===== config.mk =====
export PLATFORM = sky130hd
export DESIGN_NAME = add_serial_param_flat
export DESIGN_NICKNAME = d
export VERILOG_FILES = /design/src/rtl/add_serial_param_pkg.sv /design/src/rtl/add_serial_param_if.sv /design/src/rtl/add_serial_param_digit_adder.sv /design/src/rtl/add_serial_param.sv /design/src/flat_wrapper.sv
export SDC_FILE = /design/constraint.sdc
export NUM_CORES = 1
export LEC_CHECK = 0
export BUFFER_PORTS_ARGS = -buffer_cell sky130_fd_sc_hd__buf_2
export CAP_MARGIN = 30
export CORE_MARGIN = 2
export CORE_UTILIZATION = 45
export CTS_CLUSTER_SIZE = 16
export DETAILED_ROUTE_END_ITERATION = 8
export GPL_TIMING_DRIVEN = 0
export HOLD_SLACK_MARGIN = 0.06
export PLACE_DENSITY = 0.68
export SLEW_MARGIN = 20
export SYNTH_ARGS = -nofsm -noshare
export SYNTH_HDL_FRONTEND = slang
export SYNTH_HIERARCHICAL = 1
export SYNTH_SLANG_ARGS = --single-unit

===== constraint.sdc =====
create_clock -name clk -period 5.2 [get_ports clk]
set_clock_uncertainty 0.05 [all_clocks]
set_input_delay 0.26 -clock clk [delete_from_list [all_inputs] [get_ports clk]]
set_output_delay 0.26 -clock clk [all_outputs]
set_load 0.02 [all_outputs]

===== src/rtl/add_serial_param_pkg.sv =====
// Shared types and sizing helpers for the parametrised bit-serial adder.
//   state_t    : FSM encoding (IDLE=0, ADD=1, DONE=2; 3 is illegal -> IDLE)
//   num_digits : number of digit cycles N = WIDTH/DIGIT
//   cnt_width  : digit counter width, max(1, clog2(N))
package add_serial_pkg;

  typedef enum logic [1:0] {
    IDLE = 2'd0,
    ADD  = 2'd1,
    DONE = 2'd2
  } state_t;

  function automatic int num_digits(input int width, input int digit);
    return width / digit;
  endfunction

  function automatic int cnt_width(input int width, input int digit);
    int n;
    n = width / digit;
    return (n <= 1) ? 1 : $clog2(n);
  endfunction

endpackage


===== src/rtl/add_serial_param_if.sv =====
// Start/done handshake bundle for add_serial_param.
//   master : drives en/sub/a/b, observes out/cout/ovf/busy/done
//   slave  : the adder side
interface add_serial_param_if #(
  parameter int WIDTH = 8
);
  logic             en;
  logic             sub;
  logic [WIDTH-1:0] a;
  logic [WIDTH-1:0] b;
  logic [WIDTH-1:0] out;
  logic             cout;
  logic             ovf;
  logic             busy;
  logic             done;

  modport master (
    output en, sub, a, b,
    input  out, cout, ovf, busy, done
  );

  modport slave (
    input  en, sub, a, b,
    output out, cout, ovf, busy, done
  );
endinterface


===== src/rtl/add_serial_param_digit_adder.sv =====
// digit_adder: combinational DIGIT-bit ripple-carry adder.
//   x, y : addend digits
//   ci   : carry in
//   s    : sum digit
//   co   : carry out of the top bit
module digit_adder #(
  parameter int DIGIT = 1
) (
  input  logic [DIGIT-1:0] x,
  input  logic [DIGIT-1:0] y,
  input  logic             ci,
  output logic [DIGIT-1:0] s,
  output logic             co
);
  logic [DIGIT:0] c;

  assign c[0] = ci;

  for (genvar i = 0; i < DIGIT; i++) begin : g_bit
    assign s[i]   = x[i] ^ y[i] ^ c[i];
    assign c[i+1] = (x[i] & y[i]) | (c[i] & (x[i] ^ y[i]));
  end

  assign co = c[DIGIT];
endmodule


===== src/rtl/add_serial_param.sv =====
// add_serial_param: bit-serial adder/subtractor, DIGIT bits per cycle,
// LSB digit first. Subtract is a + ~b + 1 with the +1 injected as the
// initial carry.
//   clk  : clock, rising edge
//   rst  : asynchronous active-low reset
//   bus  : slave side of the handshake (en/sub/a/b in; out/cout/ovf/busy/done out)
module add_serial_param
  import add_serial_pkg::*;
#(
  parameter int WIDTH = 8,
  parameter int DIGIT = 1
) (
  input  logic                clk,
  input  logic                rst,
  add_serial_param_if.slave   bus
);
  localparam int N  = num_digits(WIDTH, DIGIT);
  localparam int CW = cnt_width(WIDTH, DIGIT);
  localparam logic [CW-1:0] LAST = CW'(N - 1);

  state_t           state, state_nxt;
  logic [WIDTH-1:0] a_reg, b_reg, out_reg;
  logic [WIDTH-1:0] a_shf, b_shf, out_shf, b_load;
  logic [CW-1:0]    count;
  logic             carry, cout_reg, ovf_reg, a_msb, b_msb;
  logic [DIGIT-1:0] s;
  logic             c;
  logic             load, last;

  digit_adder #(.DIGIT(DIGIT)) u_digit (
    .x  (a_reg[DIGIT-1:0]),
    .y  (b_reg[DIGIT-1:0]),
    .ci (carry),
    .s  (s),
    .co (c)
  );

  // Single-digit configuration has nothing left to shift in.
  if (DIGIT == WIDTH) begin : g_one
    assign a_shf   = '0;
    assign b_shf   = '0;
    assign out_shf = s;
  end else begin : g_multi
    assign a_shf   = {{DIGIT{1'b0}}, a_reg[WIDTH-1:DIGIT]};
    assign b_shf   = {{DIGIT{1'b0}}, b_reg[WIDTH-1:DIGIT]};
    assign out_shf = {s, out_reg[WIDTH-1:DIGIT]};
  end

  assign b_load = bus.sub ? ~bus.b : bus.b;
  assign load   = ((state == IDLE) || (state == DONE)) && bus.en;
  assign last   = (state == ADD) && (count == LAST);

  always_ff @(posedge clk or negedge rst) begin
    if (!rst) state <= IDLE;
    else      state <= state_nxt;
  end

  always_comb begin
    state_nxt = state;
    case (state)
      IDLE:    if (bus.en) state_nxt = ADD;
      ADD:     if (count == LAST) state_nxt = DONE;
      DONE:    if (bus.en) state_nxt = ADD;
      default: state_nxt = IDLE;
    endcase
  end

  always_ff @(posedge clk or negedge rst) begin
    if (!rst) begin
      a_reg    <= '0;
      b_reg    <= '0;
      out_reg  <= '0;
      count    <= '0;
      carry    <= 1'b0;
      cout_reg <= 1'b0;
      ovf_reg  <= 1'b0;
      a_msb    <= 1'b0;
      b_msb    <= 1'b0;
    end else if (load) begin
      a_reg   <= bus.a;
      b_reg   <= b_load;
      carry   <= bus.sub;
      out_reg <= '0;
      count   <= '0;
      a_msb   <= bus.a[WIDTH-1];
      b_msb   <= b_load[WIDTH-1];
    end else if (state == ADD) begin
      a_reg   <= a_shf;
      b_reg   <= b_shf;
      out_reg <= out_shf;
      carry   <= c;
      count   <= count + CW'(1);
      if (last) begin
        cout_reg <= c;
        // Carry into the MSB is a^b^s there; overflow is that xor carry out.
        ovf_reg  <= a_msb ^ b_msb ^ s[DIGIT-1] ^ c;
      end
    end
  end

  assign bus.out  = out_reg;
  assign bus.cout = cout_reg;
  assign bus.ovf  = ovf_reg;
  assign bus.busy = (state == ADD);
  assign bus.done = (state == DONE);
endmodule


===== src/flat_wrapper.sv =====
// flat-port wrapper written by rule: the top's interface ports become plain ports
module add_serial_param_flat import add_serial_pkg::*;
#(
  parameter int WIDTH = 8,
  parameter int DIGIT = 1
)
  (clk, rst, bus_en, bus_sub, bus_a, bus_b, bus_out, bus_cout, bus_ovf, bus_busy, bus_done);
  add_serial_param_if #(.WIDTH(WIDTH)) bus_i ();
  input  logic clk;
  input  logic rst;
  input wire logic [$bits(bus_i.en)-1:0] bus_en;
  input wire logic [$bits(bus_i.sub)-1:0] bus_sub;
  input wire logic [$bits(bus_i.a)-1:0] bus_a;
  input wire logic [$bits(bus_i.b)-1:0] bus_b;
  output wire logic [$bits(bus_i.out)-1:0] bus_out;
  output wire logic [$bits(bus_i.cout)-1:0] bus_cout;
  output wire logic [$bits(bus_i.ovf)-1:0] bus_ovf;
  output wire logic [$bits(bus_i.busy)-1:0] bus_busy;
  output wire logic [$bits(bus_i.done)-1:0] bus_done;
  assign bus_i.en = bus_en;
  assign bus_i.sub = bus_sub;
  assign bus_i.a = bus_a;
  assign bus_i.b = bus_b;
  assign bus_out = bus_i.out;
  assign bus_cout = bus_i.cout;
  assign bus_ovf = bus_i.ovf;
  assign bus_busy = bus_i.busy;
  assign bus_done = bus_i.done;
  add_serial_param #(.WIDTH(WIDTH), .DIGIT(DIGIT)) u_core (.clk(clk), .rst(rst), .bus(bus_i));
endmodule

; After elaboration in Yosys (flattened, before gate mapping)
; Cells that the tools add are included.
; W data, S select, Z words.
[word_totals]
wordCells = 48
out_inout_bits = 12
inputBits = 20
reg_bits = 34
[classes]
bitwise = 10
reduce_logical = 8
addsub = 1
n_mux = 14
eq_ne = 5
[ops]
columns = cell, count
row1 = $mux W8, 7
row2 = $not A8 Y8, 1
row3 = $mux W3, 2
row4 = $xor A1 B1 Y1, 5
row5 = $mux W2, 2
row6 = $ne A2 B1 Y1 const B, 2
row7 = $pmux W2 S2, 1
row8 = $add A3 B1 Y3 const B, 1
row9 = $eq A3 B3 Y1 const B, 1
row10 = $reduce_and A3 Y1, 1
row11 = $and A1 B1 Y1, 2
row12 = $eq A2 B1 Y1 const B, 1
row13 = $eq A2 B2 Y1 const B, 1
row14 = $logic_and A1 B1 Y1, 2
row15 = $logic_not A2 Y1, 1
row16 = $mux W1, 2
row17 = $reduce_and A2 Y1, 1
row18 = $reduce_bool A2 Y1, 1
row19 = $reduce_or A2 Y1, 1
row20 = $logic_or A1 B1 Y1, 1
row21 = $not A1 Y1, 1
row22 = $or A1 B1 Y1, 1

; Depth between registers and ports, before layout
; Gate-level depths: netlist of run 1.
[logic_depth]
ltp_word = 5
depth_mapped = 5
mapped_depth_nobuf = 4

; Cells and area by module
; The synthesis of run 1 kept the hierarchy.
[by_module_without_submodules]
columns = mod, seq_area_each_um2, cells_each, instances, area_each_um2
row1 = add_serial_param, 850.8, 125, 1, 1537.7
row2 = digit_adder, 0.0, 1, 1, 20.0

; Worst setup path before layout of run 1
; OpenSTA, ideal clock, no wires.
[synth_path]
path_kind = register -> register
startpoint = register u_core.b_reg[0]
endpoint = register u_core.ovf_reg, in the netlist u_core/bus.ovf
slack_ns = 3.583
path_buffers = 0
setup_ns = 0.125
required_time_ns = 5.025
synth_period_minus_slack_ns = 1.617
stages_incl_launch_ff = 5
arrival_ns = 1.442
path_cell_list = dfrtp_1 -> fa_1 -> xor2_1 -> xnor2_1 -> mux2_4
[synth_via]
elab_chain_cells = 4
word_cells_on_any_way = 7
classes_between = 7 x bitwise
[synth_lines]
columns = item, line
row1 = start: declaration, add_serial_param.sv:22  ; logic [WIDTH-1:0] a_reg, b_reg, out_reg;
row2 = start signal: assignment, add_serial_param.sv:81  ; b_reg <= b_load;
row3 = start signal: assignment, add_serial_param.sv:89  ; b_reg <= b_shf;
row4 = $xor A1 B1 Y1 (2 in series), add_serial_param_digit_adder.sv:20  ; assign s[i] = x[i] ^ y[i] ^ c[i];
row5 = net u_core.s, add_serial_param.sv:26  ; logic [DIGIT-1:0] s;
row6 = $xor A1 B1 Y1 (2 in series), add_serial_param.sv:96  ; ovf_reg <= a_msb ^ b_msb ^ s[DIGIT-1] ^ c;
row7 = end signal: assignment, add_serial_param.sv:96
row8 = end: declaration, add_serial_param.sv:25  ; logic carry, cout_reg, ovf_reg, a_msb, b_msb;
; The timed path passes the listed nets, and every way through them passes these cells.
; A chain may end at the register's enable or synchronous reset.

; Worst setup path in the final report of run 1
[layout_path]
startpoint = register u_core.state[1]
endpoint = output port bus_busy
[layout_via]
elab_chain_cells = 1
[layout_lines]
columns = item, line
row1 = start: declaration, add_serial_param.sv:21  ; state_t state, state_nxt;
row2 = start signal: assignment, add_serial_param.sv:55  ; else state <= state_nxt;
row3 = $eq A2 B1 Y1, add_serial_param.sv:104  ; assign bus.busy = (state == ADD);
row4 = end: declaration, flat_wrapper.sv:18  ; output wire logic [$bits(bus_i.busy)-1:0] bus_busy;
; No other way between the ends.

==> results of run 1 <==
==> cell families (layout without fill, tap and decap cells) <==
group,Yosys count,after routing,synth area share
buffers and inverters,11,51,0.04015
xor gates and xnor gates,11,11,0.06185
AOI/OAI and AO/OA,31,31,0.1382
and+or+nand+nor,18,18,0.06025
DFF,34,34,0.5462
adders and majority gates,3,3,0.02891
muxes,18,18,0.1245
==> synth_stat cells, types with 2 or more instances <==
| cell type | n |
|---|---|
| dfrtp_1 | 34 |
| a22o_1 | 14 |
| o21ai_1 | 14 |
| mux2i_1 | 13 |
| nand2_1 | 13 |
| xor2_1 | 9 |
| buf_2 | 5 |
| a21o_1 | 3 |
| buf_4 | 2 |
| ha_1 | 2 |
| inv_1 | 2 |
| mux2_2 | 2 |
| mux2_4 | 2 |
| xnor2_1 | 2 |
==> metal layers <==
layer  track usage  routed length, um
met1        0.2166               1322
met3       0.05405                123
met5             0                  0
met4       0.06667                 48
met2        0.3011               1484
==> power breakdown <==
| group | switching, uW | internal [uW] |
|---|---|---|
| Sequential | 73.1 | 383 |
| Clock | 85.9 | 65.5 |
| Combinational | 285 | 271 |
| Total | 444 | 719 |
==> cell type report <==
class                           instances  area [um^2]
Fill cell                             318         1491
Sequential cell                        34        850.8
Multi-Input combinational cell         81        644.4
Timing Repair Buffer                   32        170.2
Tap cell                               46        57.56
Clock buffer                            7        55.05
Buffer                                  9        55.05
Inverter                                2        7.507
Clock inverter                          1        5.005
==> what timing repair did <==
item / in CTS / in global routing
buffers inserted: 0 / 0
hold endpoints to repair: 35 / 0
hold buffers: 2 / 0
setup endpoints to repair: 0 / 0
==> path summary, 6_finish.rpt <==
check | endpoint | depth (start not counted)
worst max-delay path | bus_busy | 4
worst min register to register | u_core/bus.out[0]$_DFFE_PN0P_ | 1
worst min-delay path | u_core/a_reg[1]$_DFFE_PN0P_ | 3
min in group asynchronous | u_core/bus.out[2]$_DFFE_PN0P_ | 2
max in group asynchronous | u_core/b_reg[2]$_DFFE_PN0P_ | 2
worst max register to register | u_core/bus.ovf$_DFFE_PN0P_ | 4
==> worst max-delay path, cell delays in order, from the launching register on <==
cell     delay [ns]
dfrtp_1        0.39
and2b_4        0.28
buf_6          0.17
buf_4          0.19
buf_2          0.18
==> stage by stage <==
stage	total power, uW	setup slack [ns]
finish	1163	3.351
global route	1260	3.259
CTS	1174	3.340
detailed placement	1021	3.483
global placement	995.0	3.507
floorplan	878.4	3.583
==> flow_summary.yaml, run 1 <==
run_status:
  status: "finished, final reports clean"
grt:
  grt_max_degree: 35
  grt_pass1_wl_mm: 5.409
  antenna_found_initial: 0
  grt.total_usage: 0.1790
  grt_pass1_vias: 1148
  grt_overflow: 0
routing:
  final_antenna_net_count: 0
  first_pass_iters: 4
  remaining_drc_errors: 0
  wl_mm: 2.978
  via_per_inst: 5.094
  drt_iter0_drc: 24
  dr_total_vias: 1080
  wl_per_cell_um: 14.05
layout:
  area_growth_pct: 18.47
  fin_area_um2: 1846
  stdcell_count: 212
  final_common_cell: "buf_2"
  fin_nets: 188
  num_antenna_cells: 0
  fin_util: 0.5531
  drive_gt1_frac: 0.3133
  layout_common_cells: "buf_2, dfrtp_1, o21ai_1, a22o_1"
timing:
  fmax_mhz: 540.7
  max-slew-margin-rel: 0.4980
  finalHoldViolations: 0
  tns_ns: 0
  worst_slew_pin_slew_ns: 0.7531
  setup_viol: 0
  rsz0062_at_grt: "no"
  finalCritPeriodShare: 0.3557
  drv_slew: 0
  period_needed_ns: 1.849
  whs_ns: 0.07862
floorplan:
  rows: 21
  design.core.area_um2: 3337
  die_area_um2: 3948
  io_pins: 32
  start_util: 0.4668
  dieWidth_um: 62.84
  fp.dieH_um: 62.84
place:
  dpl.hpwl_mm: 2.078
  placed_area_um2: 1765
  gp_congestion: 0.7193
  dp_cells: 202
  io_buffers: 30
synth:
  synth_fp_nets: 149
  yosysTopAreaCell: "dfrtp_1"
  async_flop_share: 1.000
  synthTopCellsByArea: "dfrtp_1, mux2i_1, a22o_1"
  ys.flop_type: "dfrtp_1"
  yosys.cell_types.count: 23
  synth-edff-count: 0
  ys_ff_latch: 34
  netlist_area_um2: 1558
  seq_area_frac_synth: 0.5462
  yosysWarningCount: 6
  synth_area_per_cell_um2: 12.36
  yosysTopAreaCellShare: 0.5462
  syn_inst: 126
min_path:
  min_from: "bus_a[1]"
  hold_path.class: "input port to flip-flop"
setup_path:
  crit_path_end_kind: "output pin"
  worstSetupPathType: "flip-flop to output pin"
  reg2reg_from: "u_core/b_reg[0]$_DFFE_PN0P_"
  cp-start-kind: "flip-flop"
  r2r_setup_slack_ns: 3.48
  cp.arrival_ns: 1.54
  cp.required_ns: 4.89
  critPathMaxFanout: 10
  cp-startpoint: "u_core/state[1]$_DFFE_PN0P_"
clocking:
  clk_pin_slew_ns: 0.10
  cts_tree: "done"
  cts_root_buf: "clkbuf_4"
  clk_path_buf_depth: 2
  numCtsBuffers: 5
  ctsResizeCount: 0
  htreeDepth: 2
  clock_latency_ns: 0.34
  clkSinkCount: 34
power_and_ir_drop:
  power_leakage_uw: 0.0009678
  powerDensity_nw_per_um2: 630.3
  vdd_drop_max_uv: 239.2
run:
  cap_violations: 0
Note: power is estimated with default switching activity, not from simulation.
==> inputs of run 2 (changes only) <==
Settings changed: ABC_AREA from default to 1, PLACE_DENSITY 0.68 to 0.67.
Clock period 5.2 ns to 1.8 ns, I/O delays scaled along.
==> run 2 against run 1 <==
Net effect:
- via count up 26%
- synthesized cell count rose by 56%
- worst setup slack worse by 3.0 ns
- core utilization increased by 2.1 points
- count of clock-buffer cells in the layout unchanged
- total power rose to 3.2 times the previous value
- global-route usage about the same
- largest power group unchanged
==> flow_summary.yaml, run 2 <==
clocking:
  htreeDepth: 2
  ctsResizeCount: 0
  clk_pin_slew_ns: 0.06
  cts_hold_buffers: 11
  clk_path_buf_depth: 2
  numCtsBuffers: 5
  cts_tree: "done"
  clock_latency_ns: 0.28
  clkSinkCount: 34
  cts_root_buf: "clkbuf_8"
  postCtsSetupRepairBufs: 0
power_and_ir_drop:
  powerDensity_nw_per_um2: 1781
  power_leakage_uw: 0.001093
  vdd_drop_max_uv: 793.8
synth:
  yosys.cell_types.count: 26
  synth_area_per_cell_um2: 8.409
  netlist_area_um2: 1657
  ys_ff_latch: 34
  yosysTopAreaCellShare: 0.5136
  yosysWarningCount: 6
  seq_area_frac_synth: 0.5136
  syn_inst: 197
  synthTopCellsByArea: "dfrtp_1, nand2_1, inv_1"
  synth-edff-count: 0
  synth_most_common_cell: "nand2_1"
  ys.flop_type: "dfrtp_1"
  async_flop_share: 1.000
  yosysTopAreaCell: "dfrtp_1"
  synth.top_cells.by_count: "nand2_1, dfrtp_1, inv_1"
  synth_fp_nets: 220
place:
  gp_congestion: 0.7520
  dpl.hpwl_mm: 2.340
  io_buffers: 30
  placed_area_um2: 1867
min_path:
  holdPathStages: 5
  holdPathEnd: "u_core/b_reg[5]$_DFFE_PN0P_"
  min_from: "bus_b[5]"
  hold_path.class: "input port to flip-flop"
routing:
  remaining_drc_errors: 0
  dr_total_vias: 1364
  wl_per_cell_um: 11.22
  drt_iter0_drc: 50
  via_per_inst: 4.639
  final_antenna_net_count: 0
  first_pass_iters: 4
  wl_mm: 3.299
setup_path:
  reg2reg_from: "u_core/b_reg[0]$_DFFE_PN0P_"
  cp-startpoint: "u_core/b_reg[0]$_DFFE_PN0P_"
  critPathMaxFanout: 3
  crit_chain: "fa_1 -> inv_1 -> nand2_1 -> nand2_1 -> nand2_1 -> nand3_1 -> nand2_1"
  cp.arrival_ns: 1.60
  r2r_cells: 7
  worstSetupPathType: "flip-flop to flip-flop"
  r2r_setup_slack_ns: 0.32
  cp.required_ns: 1.92
  critPathMaxStageDelay_ns: 0.53
  critPathTopFamily: "adder cells"
  cp_slowest_cell: "fa_1"
  worstReg2RegEnd: "u_core/bus.ovf$_DFFE_PN0P_"
  path_buf_inv: 1
  cp_common_cell: "nand2_1"
  cp-start-kind: "flip-flop"
  crit_path_end_kind: "flip-flop"
floorplan:
  start_util: 0.4594
  io_pins: 32
  die_area_um2: 4183
  dieWidth_um: 64.68
  design.core.area_um2: 3606
  fp.dieH_um: 64.68
  rows: 22
timing:
  fmax_mhz: 676.4
  period_needed_ns: 1.478
  drv_slew: 0
  finalCritPeriodShare: 0.8213
  finalHoldViolations: 0
  max-slew-margin-rel: 0.5155
  tns_ns: 0
  rsz0062_at_grt: "no"
  setup_viol: 0
  worst_slew_pin_slew_ns: 0.7267
grt:
  grt_pass1_vias: 1323
  antenna_found_initial: 0
  grt_max_degree: 35
  grt_overflow: 0
  grt.total_usage: 0.1789
  grt_pass1_wl_mm: 5.713
run:
  cap_violations: 0
layout:
  fillCellCount: 352
  final_common_cell: "nand2_1"
  fin_area_um2: 2068
  fin_nets: 268
  num_antenna_cells: 0
  fin_util: 0.5736
  area_growth_pct: 24.85
  drive_gt1_frac: 0.2236
  layout_common_cells: "nand2_1, dfrtp_1, buf_2"
run_status:
  status: "finished, final reports clean"
[run 2: cells by family (layout without fill, tap and decap cells)]
kind of cell    count (synthesis)  count (layout)  synth area share
xor+xnor                        4               4           0.02115
simple gates                   94              94            0.2319
flops                          34              34            0.5136
fa+ha+maj                       3               3           0.02719
buf+inv                        29              78           0.09063
compound gates                 33              33            0.1156
[run 2: power breakdown]
part | switching [uW] | internal (uW)
Sequential | 194 | 1130
Clock | 259 | 308
Combinational | 1100 | 689
[run 2: worst max-delay path by stage]
stage                                             to  slack (ns)  cells past startpoint
final                     u_core/bus.ovf$_DFFE_PN0P_        0.32                      7
after CTS                 u_core/bus.ovf$_DFFE_PN0P_        0.30                      7
after global placement    u_core/bus.ovf$_DFFE_PN0P_        0.35                      7
after floorplan           u_core/bus.ovf$_DFFE_PN0P_        0.42                      7
after global routing      u_core/bus.ovf$_DFFE_PN0P_        0.21                      7
after detailed placement  u_core/bus.ovf$_DFFE_PN0P_        0.32                      7
[run 2: cell type report]
| type | instances | area, um^2 | area share |
|---|---|---|---|
| sequential | 34 | 850.8 | 0.4114 |
| multi-input combinational | 134 | 655.6 | 0.3170 |
| timing repair buffer | 41 | 260.3 | 0.1258 |
| clock buffer | 7 | 86.33 | 0.04174 |
| inverter | 22 | 85.08 | 0.04114 |
| buffer | 7 | 65.06 | 0.03146 |
| tap | 48 | 60.06 | 0.02904 |
| clock inverter | 1 | 5.005 | 0.002420 |
[run 2: worst reg2reg max path, stage by stage, from the launching register on]
cell and delay, ns:
dfrtp_1 0.40, fa_1 0.53, inv_1 0.11, nand2_1 0.05, nand2_1 0.05, nand2_1 0.05, nand3_1 0.07, nand2_1 0.06
[run 2: stage by stage]
step / power [uW] / hold WS, ns / setup slack [ns] / cells
floorplan: 2658 / -0.2556 / 0.4164 / 197
global placement: 3065 / 0.1506 / 0.3501 / 275
detailed placement: 3128 / 0.1462 / 0.3165 / 275
finish: 3683 / 0.06376 / 0.3216 / 294
CTS: 3720 / 0.06171 / 0.3029 / 294
global route: 4026 / 0.06991 / 0.2063 / 294
[run 2: metal layers]
layer / track usage / part of all wire / vias to the layer above
met4: 0.07181 / 0.016 / 0
met5: 0 / 0 / -
li1: - / - / 714
met1: 0.2148 / 0.48 / 623
met3: 0.04688 / 0.029 / 6
met2: 0.3060 / 0.48 / 21
